**src/rtl/arbitro_rr_pkg.sv**
```systemverilog
// ---------------------------------------------------------------------------
// arbitro_rr_pkg
// Shared definitions for the 4-to-1 round-robin merge arbiter (arbitro_rr)
// and its priority search (rr_pick):
//   ARB_DATA_W  default word width
//   ARB_NPORTS  number of source ports
//   ARB_TAG_W   width of the destination tag held in the top bits of a word
//   arb_state_t IDLE / SERVE encoding of the arbiter state machine
// ---------------------------------------------------------------------------
package arbitro_rr_pkg;

   localparam int ARB_DATA_W = 10;
   localparam int ARB_NPORTS = 4;
   localparam int ARB_TAG_W  = 2;

   typedef enum logic {
      IDLE  = 1'b0,
      SERVE = 1'b1
   } arb_state_t;

   // Lowest bit of the destination tag field for a word of width dw;
   // the tag occupies [dw-1:dw-ARB_TAG_W].
   function automatic int tag_lsb(input int dw);
      return dw - ARB_TAG_W;
   endfunction

endpackage

```
**src/rtl/arbitro_rr_rr_pick.sv**
```systemverilog
// ---------------------------------------------------------------------------
// rr_pick
// Purely combinational round-robin priority search.
// Ports:
//   req        in   4  request vector, bit i = port i wants service
//   last_grant in   2  index of the port served most recently
//   grant      out  4  one-hot winner, zero when nothing requests
// The search starts at last_grant+1 and wraps 3->0, so the port that was
// just served has the lowest priority on the next decision.
// ---------------------------------------------------------------------------
module rr_pick
   import arbitro_rr_pkg::*;
(
   input  logic [ARB_NPORTS-1:0] req,
   input  logic [1:0]            last_grant,
   output logic [ARB_NPORTS-1:0] grant
);

   logic       found;
   logic [1:0] idx;

   always_comb begin
      grant = '0;
      found = 1'b0;
      idx   = '0;
      for (int k = 1; k <= ARB_NPORTS; k++) begin
         // 2-bit add wraps naturally; k=4 lands back on last_grant itself.
         idx = last_grant + 2'(k);
         if (!found && req[idx]) begin
            grant[idx] = 1'b1;
            found      = 1'b1;
         end
      end
   end

endmodule

```
**src/rtl/arbitro_rr.sv**
```systemverilog
// ---------------------------------------------------------------------------
// arbitro_rr
// Merges four first-word-fall-through source FIFOs into one stream using
// round-robin arbitration (reverse path of the 4-way destination router).
// Words are forwarded unmodified, destination tag included.
// Ports:
//   clk          in   1       clock, all state on rising edge
//   reset_L      in   1       asynchronous active-low reset
//   fifo_empty   in   4       bit i high = source FIFO i is empty
//   in0..in3     in   DATA_W  head word of source FIFO i
//   pop          out  4       one-hot combinational read strobe
//   almost_full  in   1       downstream cannot take another word
//   data_out     out  DATA_W  forwarded word (registered, latency 1)
//   push_out     out  1       data_out valid / downstream write strobe
//   idle         out  1       no grant outstanding and all sources empty
//   cnt0..cnt3   out  8       per-port pop counters, saturating at 255
//                             (present only with ARB_COUNT_EN defined)
// Optional feature macro: ARB_COUNT_EN
// ---------------------------------------------------------------------------
module arbitro_rr
   import arbitro_rr_pkg::*;
#(
   parameter int          DATA_W  = ARB_DATA_W,
   parameter int unsigned PTR_RST = 0
) (
   input  logic                  clk,
   input  logic                  reset_L,
   input  logic [ARB_NPORTS-1:0] fifo_empty,
   input  logic [DATA_W-1:0]     in0,
   input  logic [DATA_W-1:0]     in1,
   input  logic [DATA_W-1:0]     in2,
   input  logic [DATA_W-1:0]     in3,
   output logic [ARB_NPORTS-1:0] pop,
   input  logic                  almost_full,
   output logic [DATA_W-1:0]     data_out,
   output logic                  push_out,
   output logic                  idle
`ifdef ARB_COUNT_EN
   ,
   output logic [7:0]            cnt0,
   output logic [7:0]            cnt1,
   output logic [7:0]            cnt2,
   output logic [7:0]            cnt3
`endif
);

   // last_grant starts one below PTR_RST so the first search begins at PTR_RST.
   localparam logic [1:0] LG_RST = 2'((PTR_RST + 3) % 4);

   arb_state_t              state, state_nxt;
   logic [1:0]              last_grant;
   logic [ARB_NPORTS-1:0]   grant;
   logic                    pop_any;
   logic [1:0]              pop_idx;
   logic [DATA_W-1:0]       sel_word_p0;
   logic [DATA_W-1:0]       data_p1;
   logic                    vld_p1;

   rr_pick u_pick (
      .req        (~fifo_empty),
      .last_grant (last_grant),
      .grant      (grant)
   );

   // ---- stage p0: grant, pop strobe and word select (combinational) ----
   // Pop is also gated by reset_L so no FIFO is read while reset is held.
   assign pop     = (reset_L && !almost_full) ? grant : '0;
   assign pop_any = |pop;

   always_comb begin
      sel_word_p0 = '0;
      pop_idx     = '0;
      unique case (pop)
         4'b0001: begin sel_word_p0 = in0; pop_idx = 2'd0; end
         4'b0010: begin sel_word_p0 = in1; pop_idx = 2'd1; end
         4'b0100: begin sel_word_p0 = in2; pop_idx = 2'd2; end
         4'b1000: begin sel_word_p0 = in3; pop_idx = 2'd3; end
         default: begin sel_word_p0 = '0;  pop_idx = '0;   end
      endcase
   end

   // ---- stage p1: registered output word and its valid ----
   // data_p1 is cleared by reset so an in-flight word is discarded.
   always_ff @(posedge clk or negedge reset_L) begin
      if (!reset_L) begin
         vld_p1     <= 1'b0;
         data_p1    <= '0;
         last_grant <= LG_RST;
      end else begin
         vld_p1 <= pop_any;
         if (pop_any) begin
            data_p1    <= sel_word_p0;
            last_grant <= pop_idx;
         end
      end
   end

   assign data_out = data_p1;
   assign push_out = vld_p1;

   always_ff @(posedge clk or negedge reset_L) begin
      if (!reset_L) state <= IDLE;
      else          state <= state_nxt;
   end

   always_comb begin
      state_nxt = state;
      unique case (state)
         IDLE:    if (pop_any)  state_nxt = SERVE;
         SERVE:   if (!pop_any) state_nxt = IDLE;
         default: state_nxt = IDLE;
      endcase
   end

   assign idle = !reset_L ||
                 ((state == IDLE) && (&fifo_empty) && !vld_p1);

`ifdef ARB_COUNT_EN
   function automatic logic [7:0] sat_inc(input logic [7:0] v);
      return (v == 8'hFF) ? v : v + 8'd1;
   endfunction

   logic [7:0] cnt_q [ARB_NPORTS];

   always_ff @(posedge clk or negedge reset_L) begin
      if (!reset_L) begin
         for (int i = 0; i < ARB_NPORTS; i++) cnt_q[i] <= '0;
      end else begin
         for (int i = 0; i < ARB_NPORTS; i++)
            if (pop[i]) cnt_q[i] <= sat_inc(cnt_q[i]);
      end
   end

   assign cnt0 = cnt_q[0];
   assign cnt1 = cnt_q[1];
   assign cnt2 = cnt_q[2];
   assign cnt3 = cnt_q[3];
`endif

endmodule

```
**config.mk**
```make
export PLATFORM = sky130hd
export DESIGN_NAME = arbitro_rr
export DESIGN_NICKNAME = d
export VERILOG_FILES = /design/src/rtl/arbitro_rr_pkg.sv /design/src/rtl/arbitro_rr_rr_pick.sv /design/src/rtl/arbitro_rr.sv
export SDC_FILE = /design/constraint.sdc
export NUM_CORES = 1
export LEC_CHECK = 0
export ABC_CLOCK_PERIOD_IN_PS = 3400
export CAP_MARGIN = 20
export CORE_MARGIN = 4
export CORE_UTILIZATION = 34
export CTS_CLUSTER_DIAMETER = 30
export DETAILED_ROUTE_END_ITERATION = 10
export PLACE_DENSITY = 0.86
export SYNTH_ARGS = -nofsm -noshare
export SYNTH_HDL_FRONTEND = slang
export SYNTH_SLANG_ARGS = --single-unit
```
**constraint.sdc**
```tcl
create_clock -name clk -period 3.4 [get_ports clk]
set_clock_uncertainty 0.05 [all_clocks]
set_input_delay 0.68 -clock clk [delete_from_list [all_inputs] [get_ports clk]]
set_output_delay 0.68 -clock clk [all_outputs]
set_load 0.05 [all_outputs]
```
# Word level (Yosys, flattened, before mapping)
# Cells that the tools add are included.
# totals
in_bits,47
ff_bits,14
word_cells,70
# op_classes
mux,27
eq_ne,4
magnitude_cmp,8
addsub,3
bitwise,5
reduce_logical,19
# ops
operator,n
$pmux 10 s4,1
$mux 4,5
$lt 2x3->1 const B,4
$mux 1,12
$or 4x4->4,3
$logic_and 1x1->1,10
$bmux 1 s2,4
$demux 1 s2,4
$ge 2x1->1 const B,4
$logic_not 1->1,6
$pmux 2 s3,1
$add 2x2->2 const B,2
$eq 4x1->1 const B,1
$eq 4x2->1 const B,1
$eq 4x3->1 const B,1
$eq 4x4->1 const B,1
$not 4->4,1
$reduce_and 4->1,1
$reduce_or 4->1,1
$add 2x1->2 const B,1
$logic_or 1x1->1,1
$not 1->1,1

# Depth between registers and ports, before layout
# Gate-level depths: netlist of run 1.
# logic_depth
depth_word,16
depth_mapped,12
ltp_nobuf,9

# Modules after synthesis
# Synthesis of run 1 repeated with hierarchy kept, for this count alone.
# unflattened
cells_unflattened,139
hier_area_um2,1281.2
# by_module_without_submodules
mod,cells_each,seq_area_each_um2,area_each_um2,n_inst
arbitro_rr,101,327.8,923.4,1
rr_pick,38,0.0,357.8,1

# Worst setup path before layout of run 1
# Ideal clock, no wire load.
# synth_timing
path_kind,flip-flop to output port
start,register last_grant[0]
end,output port pop[2]
arrival_ns,2.963
n_path_buf,2
setup_slack_ns,-0.293
path_stages_with_launch,10
path_cell_list,dfstp_2 > buf_6 > inv_1 > ha_1 > mux4_1 > and2b_1 > a31oi_1 > and2_1 > buf_4 > nor2_1
# synth_between
elab_chain_len,14
# synth_lines
item,line,rtl
from (decl),arbitro_rr.sv:51,logic [1:0] last_grant;
from (signal assigned),arbitro_rr.sv:93,last_grant <= pop_idx;
branches (longest 12 deep; another with $lt 2x3->1),n/a,
$mux 4 (*),arbitro_rr_rr_pick.sv:29,if (!found && req[idx]) begin
$mux 4 (*),arbitro_rr.sv:67,assign pop = (reset_L && !almost_full) ? grant : '0;
to (decl),arbitro_rr.sv:33,"output logic [ARB_NPORTS-1:0] pop,"
# Mark *: on every way between the ends. The select of a mux whose other input is x is not followed.

# Worst setup path after layout of run 1
# layout_timing
start,input port fifo_empty[2]
end,output port pop[2]
# layout_between
elab_chain_len,14
# layout_lines
item,line,rtl
from (decl),arbitro_rr.sv:28,"input logic [ARB_NPORTS-1:0] fifo_empty,"
$not 4->4 (*),arbitro_rr.sv:60,".req (~fifo_empty),"
$bmux 1 s2,arbitro_rr_rr_pick.sv:29,
$mux 1 (not written as such),arbitro_rr_rr_pick.sv:29,
$mux 1,arbitro_rr_rr_pick.sv:29,
$logic_not 1->1,arbitro_rr_rr_pick.sv:29,
$logic_and 1x1->1,arbitro_rr_rr_pick.sv:29,
$mux 1,arbitro_rr_rr_pick.sv:29,
$logic_not 1->1,arbitro_rr_rr_pick.sv:29,
$logic_and 1x1->1,arbitro_rr_rr_pick.sv:29,
$mux 1,arbitro_rr_rr_pick.sv:29,
$logic_not 1->1,arbitro_rr_rr_pick.sv:29,
$logic_and 1x1->1,arbitro_rr_rr_pick.sv:29,
$mux 4 (*),arbitro_rr_rr_pick.sv:29,
$mux 4 (*),arbitro_rr.sv:67,
# Every way passes the cells marked *; elsewhere a longest branch is shown, timed or not. The select of a mux whose other input is x is not followed.

==> results.json, run 1 <==
{
  "powerDensity_mw_per_mm2": 889,
  "gp_congestion": 0.894,
  "slowest_stage": "mux4_2",
  "syn_area_mm2": 0.00119,
  "grt_usage_pct": 16.4,
  "syn_inst": 120,
  "path_cells": "clkdlybuf4s50_1 -> mux4_2 -> and3b_2 -> a22oi_2 -> and2_4 -> nor2_2 -> buf_6",
  "fillers": 299,
  "finalSetupViolCount": 0,
  "grt_pass1_wl_um": 5620,
  "die_h_um": 67.3,
  "fp.dieW_um": 67.3,
  "critical_path_arrival_ns": 2.59,
  "fmax_mhz": 301,
  "hold_depth": 2,
  "regToRegStartpoint": "last_grant[1]$_DFFE_PN1P_",
  "start_util_pct": 35.5,
  "drive_gt1_share_pct": 29.8,
  "maxSlewHeadroom_pct": 64.6,
  "synth-edff-count": 0,
  "drc": 0,
  "cts_htree_levels": 1,
  "ioPinCount": 63,
  "status": "completed",
  "synth-seq-area-share_pct": 27.5,
  "synthArstFlopShare_pct": 100,
  "first_global_vias": 1252,
  "fin_ws_ns": 0.0823,
  "r2r_setup_slack_ns": 0.32,
  "required_ns": 2.67,
  "finalCritPeriodShare_pct": 97.6,
  "worst_hold_slack_ns": 0.450,
  "coreArea_mm2": 0.00336,
  "path_max_fanout": 6,
  "critPathMaxStageDelay_ns": 0.55,
  "antenna_found_initial": 0,
  "dp_slack_ns": -0.00472,
  "clockBufferDepth": 2,
  "reg2reg_depth": 12,
  "ys_ff_latch": 13,
  "vias": 1317,
  "yosys_warnings": 0,
  "drt.antenna.violating_nets": 0,
  "syn_avg_cell_area_um2": 9.95,
  "grt_max_degree": 15,
  "synth_nets": 174,
  "holdPathEnd": "data_out[3]$_DFFE_PN0P_",
  "ir_drop_v": 0.000352,
  "numPortBuffers": 62,
  "path_clk_slew_ns": 0.07,
  "clk_latency_ns": 0.26,
  "grt-ovfl-total": 0,
  "layout.cells.non_filler": 251,
  "clkSinkCount": 13,
  "routed_wl_um": 3720,
  "cp-start-kind": "primary input",
  "drt-pass1-iter-count": 4,
  "hold_viol_final": 0,
  "p_leak_nw": 0.875,
  "root_buffer": "clkbuf_4",
  "rr_endpoint": "last_grant[1]$_DFFE_PN1P_",
  "drtIter0Drc": 85,
  "place_hpwl_um": 2990,
  "min_from": "data_out[3]$_DFFE_PN0P_",
  "fin_crit_ns": 3.32,
  "final_util_pct": 62.2,
  "hp-class": "flip-flop to flip-flop",
  "worst_pin_slew_ns": 0.530,
  "maxCapViolCount": 0,
  "place_inst": 244,
  "end_kind": "primary output",
  "cts_tree": "done",
  "via_per_inst": 5.25,
  "num_antenna_cells": 0,
  "ys.flop_type": "dfrtp_1",
  "rows": 21,
  "yosysUniqueCellTypes": 37,
  "area_delta_synth_final_pct": 75.2,
  "die_area_mm2": 0.00452,
  "nets": 260,
  "cts_buffers": 3,
  "wire_per_inst_um": 14.8,
  "crit_type": "primary input to primary output",
  "drv_slew": 0
}
==> cells in the mapped netlist (2+ instances only) <==
cell / count / share of area, %
a31oi_1: 3 / 1.6
nand3_1: 11 / 4.6
mux4_2: 2 / 3.8
nand2_2: 2 / 1.0
nor4_4: 2 / 3.6
a22oi_2: 3 / 3.1
a22oi_1: 18 / 11
and3b_1: 2 / 1.5
a21oi_1: 2 / 0.84
nand4_1: 3 / 1.6
nand2_1: 15 / 4.7
and2b_1: 3 / 1.9
mux2i_1: 2 / 1.7
buf_4: 2 / 1.3
buf_2: 2 / 0.84
dfrtp_1: 11 / 23
and2_1: 3 / 1.6
dfstp_2: 2 / 4.4
mux4_1: 2 / 4.4
inv_1: 5 / 1.6
ha_1: 7 / 7.3
nor2_1: 3 / 0.94
==> logic make-up (layout without fill, tap and decap cells) <==
kind of cell / after synthesis / in the layout / share of synthesized area, %
adders and majority gates: 7 / 7 / 7.34
AOI/OAI and AO/OA: 33 / 33 / 23.0
DFF: 13 / 13 / 27.5
and+or+nand+nor: 49 / 49 / 26.1
muxes: 7 / 7 / 10.8
xor gates and xnor gates: 1 / 1 / 0.734
buffers and inverters: 10 / 95 / 4.61
==> how the worst max path moves through the flow <==
stage | start | to | slack [ns] | cells past startpoint
after floorplan | last_grant[0]$_DFFE_PN1P_ | pop[2] | -0.06 | 9
after global placement | fifo_empty[3] | pop[1] | 0.04 | 7
after detailed placement | fifo_empty[3] | pop[1] | -0.005 | 7
after CTS | fifo_empty[3] | pop[1] | 0.006 | 7
after global routing | fifo_empty[1] | pop[2] | -0.03 | 7
final | fifo_empty[2] | pop[2] | 0.08 | 7
==> metal layers <==
layer	track usage, %	wire length (um)	vias up
li1	-	-	636
met1	20.4	1570	627
met2	26.7	1870	44
met3	4.83	192	10
met4	6.08	93	0
met5	0	0	-
==> where the power goes <==
| group | leakage, nW | internal (mW) | switching, mW |
|---|---|---|---|
| Sequential | 0.163 | 0.230 | 0.0347 |
| Clock | 0.0150 | 0.0454 | 0.0482 |
| Combinational | 0.697 | 0.679 | 0.822 |
==> registers in the layout, summed over array words and instances (netlist names) <==
| register | cells |
|---|---|
| state | 1 |
| last_grant | 2 |
| data_out | 10 |
==> layout by cell type, fill, tap and decap left out, drive strengths merged, types with 2 or more instances in the layout <==
cell	n
clkdlybuf4s50	57
buf	29
a22oi	21
nand2	17
nand3	12
dfrtp	11
ha	7
inv	5
mux4	4
clkbuf	4
and2b	3
a31oi	3
and2	3
nand4	3
nor2	3
mux2i	2
nor4	2
dfstp	2
and3b	2
a21oi	2
==> stage by stage <==
stage | power [mW] | TNS (ns) | cell area, um^2
after detailed placement | 1.65 | -0.0126 | 2010
after global placement | 1.63 | 0 | 2010
after CTS | 1.80 | 0 | 2050
final | 1.86 | 0 | 2090
after floorplan | 1.19 | -0.0603 | 1210
after global routing | 2.00 | -0.0406 | 2090
==> layout make-up <==
| cell class | instances | area, um^2 | share of cell area, % |
|---|---|---|---|
| multi-input combinational | 97 | 841 | 40.2 |
| sequential | 13 | 328 | 15.7 |
| inverter | 5 | 18.8 | 0.898 |
| timing repair buffer | 86 | 820 | 39.2 |
| tap | 46 | 57.6 | 2.75 |
| clock buffer | 4 | 26.3 | 1.26 |
==> critical path, delay by kind of cell <==
kind,cells,cell delay (ns)
simple gates,3,0.50
compound gates,1,0.20
buf+inv,2,0.64
mux,1,0.55
==> timing repair <==
action / 4_1_cts / 5_1_grt
buffers inserted: 0 / 3
resized for setup: 5 / 9
setup endpoints to repair: 4 / 4
hold buffers: 0 / 0
pin swaps: 0 / 5
No activity file was read; power rests on OpenSTA's default activity.
==> run 2, diff against run 1 <==
Settings changed: SKIP_LAST_GASP set to 1.
==> results of run 2 <==
No change in the layout: final DEF, timing and power equal those of run 1.
